`src/rtl/clock_period_meter.sv`:
```
// clock_period_meter: measures the rising-edge period of a slow divided clock
// in system-clock cycles, classifies it as fast/slow/out-of-range and flags a
// stalled input.
//
// state     | meaning
// ----------+---------------------------------------------------------------
// S_IDLE    | after reset, waiting for the first (reference) rising edge
// S_MEASURE | reference edge seen; each further edge reports a period
// S_STALLED | no edge for TIMEOUT clocks; next edge is only a new reference
module clock_period_meter #(
  parameter int CNT_WIDTH   = 20,
  parameter int FAST_PERIOD = 250000,
  parameter int SLOW_PERIOD = 500000,
  parameter int TOL         = 2500,
  parameter int TIMEOUT     = 1000000
) (
  input  logic                 clock,
  input  logic                 resetn,
  input  logic                 slow_clock,
  output logic [CNT_WIDTH-1:0] period_out,
  output logic                 period_valid,
  output logic                 speed_fast,
  output logic                 speed_slow,
  output logic                 out_of_range,
  output logic                 stalled
);

  // Window limits carry one extra bit so the +/- TOL arithmetic cannot wrap.
  localparam logic [CNT_WIDTH:0]   FAST_LO = (CNT_WIDTH+1)'(FAST_PERIOD - TOL);
  localparam logic [CNT_WIDTH:0]   FAST_HI = (CNT_WIDTH+1)'(FAST_PERIOD + TOL);
  localparam logic [CNT_WIDTH:0]   SLOW_LO = (CNT_WIDTH+1)'(SLOW_PERIOD - TOL);
  localparam logic [CNT_WIDTH:0]   SLOW_HI = (CNT_WIDTH+1)'(SLOW_PERIOD + TOL);
  localparam logic [CNT_WIDTH-1:0] CNT_MAX = CNT_WIDTH'(TIMEOUT);
  localparam logic [CNT_WIDTH-1:0] CNT_ONE = CNT_WIDTH'(1);

  typedef enum logic [1:0] {
    S_IDLE    = 2'd0,
    S_MEASURE = 2'd1,
    S_STALLED = 2'd2
  } state_t;

  state_t                r_state;
  state_t                w_state_nxt;
  logic                  r_sync1;
  logic                  r_sync2;
  logic                  r_sync3;
  logic                  r_edge;
  logic [CNT_WIDTH-1:0]  r_cnt;
  logic                  w_edge;
  logic                  w_timeout;
  logic                  w_capture;
  logic                  w_stall;
  logic                  w_resume;
  logic [CNT_WIDTH:0]    w_cnt_ext;
  logic                  w_in_fast;
  logic                  w_in_slow;

  assign w_edge    = r_sync2 & ~r_sync3;
  assign w_timeout = (r_cnt == CNT_MAX);
  assign w_cnt_ext = {1'b0, r_cnt};
  assign w_in_fast = (w_cnt_ext >= FAST_LO) && (w_cnt_ext <= FAST_HI);
  assign w_in_slow = (w_cnt_ext >= SLOW_LO) && (w_cnt_ext <= SLOW_HI);

  // Synchronise slow_clock and register the rising-edge strobe; the extra
  // strobe flop fixes the edge-to-valid latency at three clocks.
  always_ff @(posedge clock or negedge resetn) begin
    if (!resetn) begin
      r_sync1 <= 1'b0;
      r_sync2 <= 1'b0;
      r_sync3 <= 1'b0;
      r_edge  <= 1'b0;
    end else begin
      r_sync1 <= slow_clock;
      r_sync2 <= r_sync1;
      r_sync3 <= r_sync2;
      r_edge  <= w_edge;
    end
  end

  // Period counter: restarts at 1 on an edge, saturates at TIMEOUT.
  always_ff @(posedge clock or negedge resetn) begin
    if (!resetn) begin
      r_cnt <= '0;
    end else if (r_edge) begin
      r_cnt <= CNT_ONE;
    end else if (!w_timeout) begin
      r_cnt <= r_cnt + CNT_ONE;
    end
  end

  // State register.
  always_ff @(posedge clock or negedge resetn) begin
    if (!resetn) begin
      r_state <= S_IDLE;
    end else begin
      r_state <= w_state_nxt;
    end
  end

  // Next-state logic; an edge always takes priority over a timeout.
  always_comb begin
    w_state_nxt = r_state;
    w_capture   = 1'b0;
    w_stall     = 1'b0;
    w_resume    = 1'b0;
    case (r_state)
      S_IDLE: begin
        if (r_edge) begin
          w_state_nxt = S_MEASURE;
        end else if (w_timeout) begin
          w_state_nxt = S_STALLED;
          w_stall     = 1'b1;
        end
      end
      S_MEASURE: begin
        if (r_edge) begin
          w_capture = 1'b1;
        end else if (w_timeout) begin
          w_state_nxt = S_STALLED;
          w_stall     = 1'b1;
        end
      end
      S_STALLED: begin
        if (r_edge) begin
          w_state_nxt = S_MEASURE;
          w_resume    = 1'b1;
        end
      end
      default: begin
        w_state_nxt = S_IDLE;
      end
    endcase
  end

  // Output registers: capture and classify on a measured edge, clear the
  // classification on a stall, period_out holds across a stall.
  always_ff @(posedge clock or negedge resetn) begin
    if (!resetn) begin
      period_out   <= '0;
      period_valid <= 1'b0;
      speed_fast   <= 1'b0;
      speed_slow   <= 1'b0;
      out_of_range <= 1'b0;
      stalled      <= 1'b0;
    end else begin
      period_valid <= w_capture;
      if (w_capture) begin
        period_out   <= r_cnt;
        speed_fast   <= w_in_fast;
        speed_slow   <= w_in_slow & ~w_in_fast;
        out_of_range <= ~w_in_fast & ~w_in_slow;
      end else if (w_stall) begin
        stalled      <= 1'b1;
        speed_fast   <= 1'b0;
        speed_slow   <= 1'b0;
        out_of_range <= 1'b0;
      end else if (w_resume) begin
        stalled      <= 1'b0;
      end
    end
  end

endmodule
```
`config.mk`:
```
export PLATFORM = sky130hd
export DESIGN_NAME = clock_period_meter
export DESIGN_NICKNAME = d
export VERILOG_FILES = /design/src/rtl/clock_period_meter.sv
export SDC_FILE = /design/constraint.sdc
export NUM_CORES = 1
export LEC_CHECK = 0
export BUFFER_PORTS_ARGS = -buffer_cell sky130_fd_sc_hd__buf_2
export CORE_UTILIZATION = 45
export DETAILED_ROUTE_END_ITERATION = 6
export GPL_TIMING_DRIVEN = 1
export PLACE_DENSITY = 0.67
export SLEW_MARGIN = 20
export SYNTH_ARGS = -nofsm -noshare
export SYNTH_HDL_FRONTEND = slang
export SYNTH_SLANG_ARGS = --single-unit
```
`constraint.sdc`:
```
create_clock -name clock -period 1.97 [get_ports clock]
set_input_delay 0.0985 -clock clock [delete_from_list [all_inputs] [get_ports clock]]
set_output_delay 0.0985 -clock clock [all_outputs]
set_load 0.05 [all_outputs]
```
Yosys cells after proc, flatten, opt, wreduce, memory -nomap -nowiden --
Cells that the tools add are included.
Storage, ports and cells: register bits 51, latch bits 0, bits in writable memories 0, bits in read-only memories 0, logic and storage cells 57, memories kept 0
Operators by class: $add $sub $neg 1, multipliers 0, divide/modulo/power cells 0, magnitude comparators 4, equal/unequal tests 6, shifts and indexed selects 0, muxes and demuxes 19, bitwise operators 7, reductions and logical operators 8
Operators by type and width (count):
- 20-bit two-way mux | 2
- 20-bit by 1-bit adder with 20-bit output, second input constant | 1
- 20-bit equality test, second input constant | 1
- 20-bit by 18-bit greater-or-equal comparator with 1-bit output, second input constant | 1
- 20-bit by 19-bit greater-or-equal comparator with 1-bit output, second input constant | 1
- 20-bit by 18-bit less-or-equal comparator with 1-bit output, second input constant | 1
- 20-bit by 19-bit less-or-equal comparator with 1-bit output, second input constant | 1
- 1-bit two-way mux | 12
- 2-bit two-way mux | 4
- 2-bit != test, second input constant | 3
- 2-bit case mux with 3 select lines | 1
- 1-bit NOT | 4
- 2-bit AND reduction | 2
- 2-bit nonzero test | 2
- 1-bit bitwise AND | 3
- 2-bit by 1-bit equality test with 1-bit output, second input constant | 1
- 2-bit equality test, second input constant | 1
- 1-bit logical AND | 2
- 2-bit logical NOT | 1
- 2-bit OR reduction | 1

Longest topological paths before layout --
Gate-level depths: netlist of the first run.
word-level depth 6, gate-level depth with buffers 8, mapped depth without buffers 7

Worst setup path before layout of the first run --
OpenSTA, ideal clock, no wires.
kind register to register, start register r_cnt[0], end register out_of_range, arrival 1.821 ns, data required time 1.848 ns, path slack 0.028 ns, cell stages (with the launch flop) 8, buffers on the path 0, clock period less this slack 1.942 ns, cell sequence dfrtp_1 inv_1 ha_1 nor3b_2 nand4_1 or4_4 a21o_1 a32o_1
Between the ends: cells in the longest elaborated chain, start to end 5
Ends and longest elaborated chain:
- start: declaration | line 48 | logic [CNT_WIDTH-1:0] r_cnt;
- start signal: assignment | line 87 | r_cnt <= r_cnt + CNT_ONE;
- 20-bit by 18-bit greater-or-equal comparator with 1-bit output (tied with other cells) | line 61 | assign w_in_fast = (w_cnt_ext >= FAST_LO) && (w_cnt_ext <= FAST_HI);
- 1-bit logical AND (tied with other cells) | line 61
- 1-bit NOT / 1-bit two-way mux (equally long branches) | line 151, 108
- 1-bit bitwise AND / 1-bit two-way mux (equally long branches)
- 1-bit two-way mux / 2-bit nonzero test (equally long branches)
- end signal: assignment | line 151 | out_of_range <= ~w_in_fast & ~w_in_slow;
- end: declaration | line 24 | output logic out_of_range,
Parallel ways exist; a longest one is shown, timed or not. A chain may end at the register's enable or synchronous reset.

Worst setup path in the final report of the first run --
start register r_cnt[4], end register out_of_range
The elaborated chain is that of the path after synthesis.

==> results of run 1 <==
-- power by group through the flow --
stage | sequential (mW) | combinational (mW) | clock [mW]
CTS | 1.16 | 0.516 | 0.882
detailed placement | 1.18 | 0.510 | 0
global route | 1.17 | 0.587 | 0.925
global placement | 1.17 | 0.504 | 0
floorplan | 1.30 | 0.201 | 0
finish | 1.16 | 0.539 | 0.862
-- area by class of cell --
cell class	instances	area, µm²	area share, %
clock buffer	5	68.8	2.36
clock inverter	3	67.6	2.32
inverter	4	15.0	0.516
multi-input combinational	184	1040	35.9
sequential	51	1280	43.9
tap	70	87.6	3.01
timing repair buffer	55	350	12.0
-- registers in the layout (all words and copies together) (netlist names) --
signal / cells
out_of_range: 1
period_out: 20
period_valid: 1
r_cnt: 20
r_edge: 1
r_state: 2
r_sync1: 1
r_sync2: 1
r_sync3: 1
speed_fast: 1
speed_slow: 1
stalled: 1
-- worst register-to-register path: stages, from the launching register on --
cell     delay (ns)
dfrtp_1        0.38
or4_1          0.54
or4_4          0.53
a21o_1         0.21
a32o_1         0.19
-- through the flow --
step           TNS [ns]  cells  util (%)  hold WS [ns]  power (mW)
2_1_floorplan         0    261         -        -0.197        1.50
3_3_place_gp          0    361      52.8         0.207        1.68
3_5_place_dp    -0.0717    361      52.8         0.208        1.69
4_1_cts               0    371      55.9         0.363        2.55
5_1_grt          -0.146    372      56.6         0.367        2.68
6_report              0    372      56.6         0.359        2.56
-- per-layer routing --
metal  vias to the layer above  wire length [µm]  GRT usage (%)
li1                        947                 -              -
met1                       925              2450           28.0
met2                        50              2450           31.3
met3                         4               198           4.02
met4                         0                45           4.94
met5                         -                 0              0
-- logic make-up after synthesis --
group                      share of synthesized area [%]
DFF                                                 52.9
xor gates and xnor gates                            6.54
adders and majority gates                           1.04
buffers and inverters                               4.98
muxes                                              0.882
AOI/OAI and AO/OA                                   6.33
and+or+nand+nor                                     27.3
-- placed cells by master, fill, tap and decap left out, drive strengths merged, types with 5 or more instances in the layout --
cell type and count:
dfrtp 51, o21ai 5, nand4 9, nand2 66, nand3 11, xor2 12
nor2 28, buf 53, clkbuf 5, xnor2 6
-- how the worst max path moves through the flow --
stage              from            to  cells after the start  slack (ns)
6_report       r_cnt[4]  out_of_range                      4        0.01
4_1_cts        r_cnt[4]  out_of_range                      4        0.02
2_1_floorplan  r_cnt[0]  out_of_range                      7        0.03
5_1_grt        r_cnt[0]  out_of_range                      7       -0.09
3_3_place_gp   r_cnt[0]  out_of_range                      7        0.01
3_5_place_dp   r_cnt[0]  out_of_range                      7       -0.06
-- cells in the mapped netlist, drive strengths merged (2+ instances only) --
cell type	number	area share, %
clkbuf	11	1.7
nand2	66	10
dfrtp	51	53
buf	11	2.6
a21oi	3	0.62
and4	2	0.73
o211ai	2	0.62
nand3	11	2.3
a21o	2	0.62
nand3b	3	0.93
xor2	12	4.4
or4	2	0.78
and3	4	1.1
ha	2	1.0
nand4	9	2.3
xnor2	6	2.2
nor2	28	4.4
nor3	3	0.62
a31oi	2	0.52
nor2b	3	0.78
a211o	2	0.73
o21ai	5	1.0
inv	4	0.62
-- what timing repair did --
item                                    CTS  global route
endpoints found under the hold margin    52             0
hold buffers                              2             0
setup buffers                             0             1
endpoints found under the setup margin    2             7
pin swaps                                 2             1
resized for setup                         0             7
==> results.yml, run 1 <==
grt:
  grt_pass1_vias: 1720
  grt_use_total_pct: 19.8
  grt_remaining_overflow: 0
  grt_first_pass_wirelength_um: 8330
  grt_max_degree: 52
  grt_antenna_before_repair: 0
sta:
  skew_ns: 0.0161
  worstMarginPinSlew_ns: 0.643
  final_hold_viol_count: 0
  max-slew-margin-rel_pct: 57.2
  timing.final.crit_period_ns: 1.96
  setup_slack_ns: 0.0138
  timing.fmax_mhz: 511
  slew_violations: 0
  rsz0062_at_grt: "yes"
  post-route-period-util_pct: 99.3
  finalSetupViolations: 0
synth:
  avgSynthCellArea_um2: 9.24
  synth_ff_type: "dfrtp_1"
  synthArstFlopShare_pct: 100
  postSynthCellCount: 261
  synth.yosys.seq_area_share_pct: 52.9
  synth-edff-count: 0
  synth_fp_nets: 266
  yosysWarnings: 0
  ys_types: 45
  synth-seq-cells: 51
  netlist_area_mm2: 0.00241
final_layout:
  fillers: 486
  antennaDiodeCount: 0
  areaGrowthSynthToFinish_pct: 20.7
  final_cell_area_mm2: 0.00291
  nNetsFinal: 306
  layout-drive-gt1-share_pct: 23.8
clocking:
  numClockSinks: 51
  cts_buffers: 5
  clkTransAtPathRegs_ns: 0.09
  cts-root-buf: "clkbuf_8"
  htree_levels: 2
  cts.path.max_buffers: 2
  clkLatencyLatePin_ns: 0.31
  cts_tree: "yes"
critical_path:
  worst-setup-path-type: "reg -> reg"
  cpMaxStageDelayCell: "or4_1"
  reg2reg_from: "r_cnt[4]"
  cp-end-kind: "flip-flop"
  critPathMaxFanout: 3
  arrival_ns: 2.16
  r2r_cells: 4
  cp_num_buf_inv: 0
  cp_top_family: "simple AND/OR/NAND/NOR gates"
  max_stage_delay_ns: 0.54
  rrSetupSlack_ns: 0.01
  start_kind: "flip-flop"
  crit_chain: "or4_1, or4_4, a21o_1, a32o_1"
  r2r_end: "out_of_range"
  required_ns: 2.17
routing:
  first_iter_violations: 127
  avgRoutedWirePerCell_um: 13.8
  routed_wl_um: 5150
  drc: 0
  firstDrtPassIters: 4
  drtAntennaViolNets: 0
  via_count: 1926
  vias_per_cell: 5.18
placed_design:
  pre_cts_slack_ns: -0.0650
  hpwl_um: 3500
  gp_congestion: 0.788
  placed_cell_area_mm2: 0.00272
  numPortBuffers: 27
floorplan:
  rows: 26
  core_area_mm2: 0.00514
  die-height_um: 75.2
  dieArea_mm2: 0.00565
  ios: 28
  die_w_um: 75.2
  start_util_pct: 46.9
power_and_ir_drop:
  leakagePower_nw: 1.50
  p_int_mw: 1.82
  seqPwrFrac_pct: 45.3
  combinationalPowerShare_pct: 21.1
  swShare_pct: 29.1
  powerDensity_mw_per_mm2: 880
  pwr-share-clk_pct: 33.7
  ir_worst_vdd_uv: 501
  power.switching_uw: 745
min_path:
  hold_depth: 0
  hold_path_class: "reg -> reg"
  worstHoldEndpoint: "r_sync2"
  hp-start: "r_sync1"
job:
  cap_violations: 0
status:
  outcome: "complete, no violations"
Power figures use the tool's default switching activity.
==> run 2: changes to the inputs <==
ABC_AREA = 1   (was not set)
PLACE_DENSITY = 0.66   (was 0.67)
==> run 2 against run 1 <==
Critical path depth rose by 5. Die area rose by 7.8%. Worst hold slack worse by 0.037 ns. Fmax grew 19%. Non-clock buffer count down 23. Sequential cell count unchanged. Setup slack better by 0.32 ns. Register-to-register slack better by 0.32 ns. Synthesized cell count grew 25%. Critical endpoint is now speed_slow.
==> results.yml, run 2 <==
final_layout:
  antennaDiodeCount: 0
  areaGrowthSynthToFinish_pct: 12.2
  fillers: 540
  multi_input_area_mm2: 0.00111
  utilization_pct: 52.7
  nNetsFinal: 360
  layout-drive-gt1-share_pct: 17.7
  final_cell_mix: "nand2_1 (72), dfrtp_1 (51), inv_1 (39)"
  regArea_mm2: 0.00128
  reg.largest.list: "period_out: 20 flops, r_cnt: 20 flops, r_state: 2 flops"
  mostFrequentLayoutCell: "nand2_1"
power_and_ir_drop:
  powerDensity_mw_per_mm2: 777
  ir_worst_vdd_uv: 420
  leakagePower_nw: 1.45
sta:
  rsz0062_at_grt: "no"
  timing.fmax_mhz: 610
  finalSetupViolations: 0
  max-slew-margin-rel_pct: 57.3
  slew_violations: 0
  post-route-period-util_pct: 83.2
  worstMarginPinSlew_ns: 0.639
  skew_ns: 0.00347
  final_hold_viol_count: 0
  tns_ns: 0
  timing.final.crit_period_ns: 1.64
synth:
  yosysWarnings: 0
  synth-edff-count: 0
  netlist_area_mm2: 0.00260
  ys_types: 34
  synth.most_common_cell: "nand2_1"
  synth_fp_nets: 330
  synth_top_area_cell: "dfrtp_1"
  synth_top_area_share_pct: 49.0
  postSynthCellCount: 325
  synthArstFlopShare_pct: 100
  synth-seq-cells: 51
  avgSynthCellArea_um2: 8.02
  synth.yosys.seq_area_share_pct: 49.0
  synthTopCellsByArea: "dfrtp_1 (49%), nand2_1 (10%), inv_1 (5.6%), nor2_1 (5.0%), o21ai_0 (4.4%)"
  synth_ff_type: "dfrtp_1"
  synth_common_cells: "nand2_1 (72), dfrtp_1 (51), inv_1 (39)"
clocking:
  htree_levels: 2
  clkTransAtPathRegs_ns: 0.09
  numClockSinks: 51
  cts.path.max_buffers: 2
  clkLatencyLatePin_ns: 0.30
  cts-root-buf: "clkbuf_8"
  post-cts-setup-buffers: 0
  cts_buffers: 5
  cts_tree: "yes"
  cts_resized: 0
critical_path:
  start_kind: "flip-flop"
  r2r_cells: 9
  cpMaxStageDelayCell: "dfrtp_1"
  required_ns: 2.14
  arrival_ns: 1.81
  worst-setup-path-type: "reg -> reg"
  crit_cells: 9
  max_stage_delay_ns: 0.42
  crit_chain: "inv_1, ha_1, nand3_1, nor3_2, nand2_2, nor2_4, nand2_2, nand3_1, o21ai_1"
  critPathMaxFanout: 5
  cp-end-kind: "flip-flop"
  cp_top_family: "simple AND/OR/NAND/NOR gates"
  cp_num_buf_inv: 1
min_path:
  hold_path_class: "in -> async"
routing:
  drc: 0
  firstDrtPassIters: 4
  vias_per_cell: 5.07
  drtAntennaViolNets: 0
  first_iter_violations: 114
  routed_wl_um: 5590
  via_count: 2170
  avgRoutedWirePerCell_um: 13.1
floorplan:
  core_area_mm2: 0.00554
  dieArea_mm2: 0.00610
  rows: 27
  ios: 28
  die-height_um: 78.1
  start_util_pct: 47.0
  die_w_um: 78.1
grt:
  grt_antenna_before_repair: 0
  grt_pass1_vias: 2064
  grt_use_total_pct: 20.5
  grt_max_degree: 46
  grt_first_pass_wirelength_um: 9670
  grt_use_met3_pct: 4.53
  met2_usage_pct: 32.5
  grtUsageMet1_pct: 27.4
  grt_remaining_overflow: 0
  grt_most_used_layer: "met2"
placed_design:
  hpwl_um: 4080
  gp_congestion: 0.909
  numPortBuffers: 27
job:
  cap_violations: 0
status:
  outcome: "complete, no violations"
## run 2: cell types whose count changed after synthesis, moves of 10 or more
| cell | delta |
|---|---|
| inv_1 | +35 |
| o21ai_0 | +18 |
| a21oi_1 | +13 |
| o21ai_1 | +13 |
| xor2_1 | -10 |
## run 2: layout make-up
class | instances | area share, %
sequential | 51 | 43.7
clock buffer | 7 | 2.61
multi-input combinational | 219 | 38.0
clock inverter | 1 | 0.171
tap | 72 | 3.08
timing repair buffer | 32 | 6.51
inverter | 46 | 5.91
## run 2: what timing repair did
action	4_1_cts	5_1_grt
hold buffers	2	0
endpoints found under the hold margin	25	0
setup endpoints to repair	0	0
## run 2: kinds of logic after synthesis
family	Yosys count	share of synthesized area, %
buffers and inverters	55	8.36
adders and majority gates	2	0.960
AOI/OAI and AO/OA	60	12.3
and+or+nand+nor	155	28.7
DFF	51	49.0
xor gates and xnor gates	2	0.673
## run 2: metal layers
layer | share of wire [%] | up-vias
met4 | 1.8 | 0
met3 | 4.3 | 11
met2 | 47 | 50
met5 | 0 | -
met1 | 47 | 1002
li1 | - | 1107
## run 2: path summary, 6_finish.rpt
| kind | from | to | slack (ns) |
|---|---|---|---|
| setup / recovery | r_cnt[0] | speed_slow | 0.33 |
| hold / removal | resetn | r_sync1 | 0.32 |
| setup reg to reg | r_cnt[0] | speed_slow | 0.33 |
| hold reg to reg | r_sync1 | r_sync2 | 0.35 |
| max in group asynchronous | resetn | r_cnt[6] | 1.11 |
| min in group clock | r_sync1 | r_sync2 | 0.35 |
## run 2: report_power, final
| group | leakage (nW) | total, mW | switching, mW | internal, mW |
|---|---|---|---|---|
| clock | 0.0422 | 0.580 | 0.331 | 0.250 |
| sequential | 0.685 | 1.21 | 0.0803 | 1.13 |
| combinational | 0.726 | 0.478 | 0.358 | 0.120 |
| total | 1.45 | 2.27 | 0.769 | 1.50 |
## run 2: through the flow
step                      instance area [µm²]  setup slack, ns  total power, mW  instances  hold slack [ns]
final                                    2920            0.330             2.27        428            0.321
after global placement                   2820            0.394             1.70        418            0.134
after detailed placement                 2820            0.340             1.71        418            0.136
after CTS                                2920            0.318             2.30        428            0.344
after global routing                     2920            0.154             2.40        428            0.374
after floorplan                          2610            0.511             1.58        325           -0.197
==> run 3: changes to the inputs <==
clock period = 1.42 ns   (was 1.97 ns; I/O delays follow)
==> run 3 against run 2 <==
The flow now finishes with violations (setup timing). Utilization grew 11 points. Critical path depth grew 1. Combinational power rose by 100%. Sequential cell count is the same. Via count up 8.3%. Total power rose by 54%. Global-route usage is 2.2 points higher. First-iteration DRC count grew 19%. Critical endpoint is now r_cnt[2]. Largest power group unchanged.
==> results.yml, run 3 (synthesized netlist as in run 2, its figures left out) <==
sta:
  setup_slack_ns: -0.206
  slew_violations: 0
  skew_ns: 0.00791
  post-route-period-util_pct: 114
  holdWs_ns: 0.280
  max-slew-margin-rel_pct: 81.4
  tns_ns: -1.56
  worstMarginPinSlew_ns: 0.277
  timing.fmax_mhz: 615
  finalSetupViolations: 20
  final_hold_viol_count: 0
  rsz0062_at_grt: "yes"
  timing.final.crit_period_ns: 1.63
final_layout:
  final_cell_area_mm2: 0.00351
  mostFrequentLayoutCell: "nand2_1"
  fillers: 484
  nNetsFinal: 410
  antennaDiodeCount: 0
  areaGrowthSynthToFinish_pct: 34.8
  fin_cells: 478
  layout-drive-gt1-share_pct: 37.2
  final_cell_mix: "nand2_1 (69), dfrtp_1 (47), buf_4 (47)"
  reg.largest.list: "period_out: 20 flops, r_cnt: 20 flops, r_state: 2 flops"
critical_path:
  arrival_ns: 1.82
  endpoint: "r_cnt[2]"
  critPathMaxFanout: 4
  startpoint: "r_cnt[0]"
  rrSetupSlack_ns: -0.21
  r2r_cells: 10
  worst-setup-path-type: "reg -> reg"
  start_kind: "flip-flop"
  reg2reg_from: "r_cnt[0]"
  required_ns: 1.61
  cp-end-kind: "flip-flop"
  r2r_end: "r_cnt[2]"
floorplan:
  dieArea_mm2: 0.00610
  die_w_um: 78.1
  core_area_mm2: 0.00554
  die-height_um: 78.1
  ios: 28
  rows: 27
  start_util_pct: 47.0
placed_design:
  dp.cells: 458
  numPortBuffers: 27
  placed_cell_area_mm2: 0.00313
  gp_congestion: 0.853
  hpwl_um: 4610
clocking:
  cts-root-buf: "clkbuf_8"
  clkLatencyLatePin_ns: 0.30
  cts_tree: "yes"
  clkTransAtPathRegs_ns: 0.10
  numClockSinks: 51
  cts_buffers: 5
  cts.path.max_buffers: 2
  htree_levels: 2
status:
  violations: "setup timing"
  outcome: "finished, violations left"
grt:
  grt_antenna_before_repair: 0
  grt_max_degree: 52
  grt_remaining_overflow: 0
  grt_first_pass_wirelength_um: 10700
  grt_pass1_vias: 2229
  grt_use_total_pct: 22.7
routing:
  drc: 0
  via_count: 2351
  routed_wl_um: 6450
  first_iter_violations: 136
  avgRoutedWirePerCell_um: 13.5
  firstDrtPassIters: 4
  drtAntennaViolNets: 0
  vias_per_cell: 4.92
power_and_ir_drop:
  post-layout-total-power_mw: 3.49
  leakagePower_nw: 1.73
  seqPwrFrac_pct: 48.3
  combinationalPowerShare_pct: 28.1
  power.switching_mw: 1.21
  pwr-share-clk_pct: 23.7
  ir_worst_vdd_uv: 648
  swShare_pct: 34.7
  powerDensity_mw_per_mm2: 994
  p_int_mw: 2.28
job:
  cap_violations: 0
min_path:
  hold_path_class: "in -> async"
run 3: metrics by stage:
step	setup WS (ns)	utilization, %
final	-0.206	63.4
after global routing	-0.300	63.4
after global placement	-0.0857	56.5
after CTS	-0.125	60.7
after floorplan	0.00677	-
after detailed placement	-0.203	56.5
run 3: area by class of cell:
cell class / instances / area (µm²) / share of cell area [%]
clock buffers: 6 / 72.6 / 2.07
clock inverters: 2 / 12.5 / 0.356
inverters: 46 / 180 / 5.13
multi-input cells: 219 / 1280 / 36.5
flip-flops and latches: 51 / 1280 / 36.5
well taps: 72 / 90.1 / 2.57
repair buffers: 82 / 593 / 16.9
run 3: worst min path at each step:
stage	to	slack (ns)	cells past startpoint
3_3_place_gp	period_out[5]	0.09	2
2_1_floorplan	out_of_range	-0.22	0
6_report	period_out[7]	0.28	3
4_1_cts	period_out[7]	0.29	3
3_5_place_dp	period_out[7]	0.09	2
5_1_grt	period_out[5]	0.31	3
run 3: worst max-delay path: stages (launching register included):
cell and delay [ns]:
dfrtp_1 0.44, inv_2 0.10, ha_4 0.15, nand3_4 0.09, nor3_4 0.20, nand2_2 0.12
buf_4 0.15, nand2_1 0.05, nand2_1 0.05, o211ai_1 0.10, inv_1 0.08
run 3: power by group through the flow:
stage	clock [mW]	combinational, mW	sequential, mW
after detailed placement	0	0.786	1.70
after global routing	0.903	1.06	1.70
final	0.826	0.979	1.68
after global placement	0	0.783	1.69
after CTS	0.862	0.888	1.67
after floorplan	0	0.304	1.89
run 3: layer usage:
layer	track usage, %	up-vias	part of all wire (%)
met3	4.77	12	2.7
met1	31.3	1099	48
met5	0	-	0
li1	-	1202	-
met2	35.7	38	48
met4	7.22	0	1.7
run 3: repair_timing:
item,in CTS,in global routing
endpoints found under the hold margin,52,0
resized for setup,19,38
pin swaps,12,8
hold buffers,2,0
gates cloned,0,0
endpoints found under the setup margin,20,25
buffers inserted,8,2
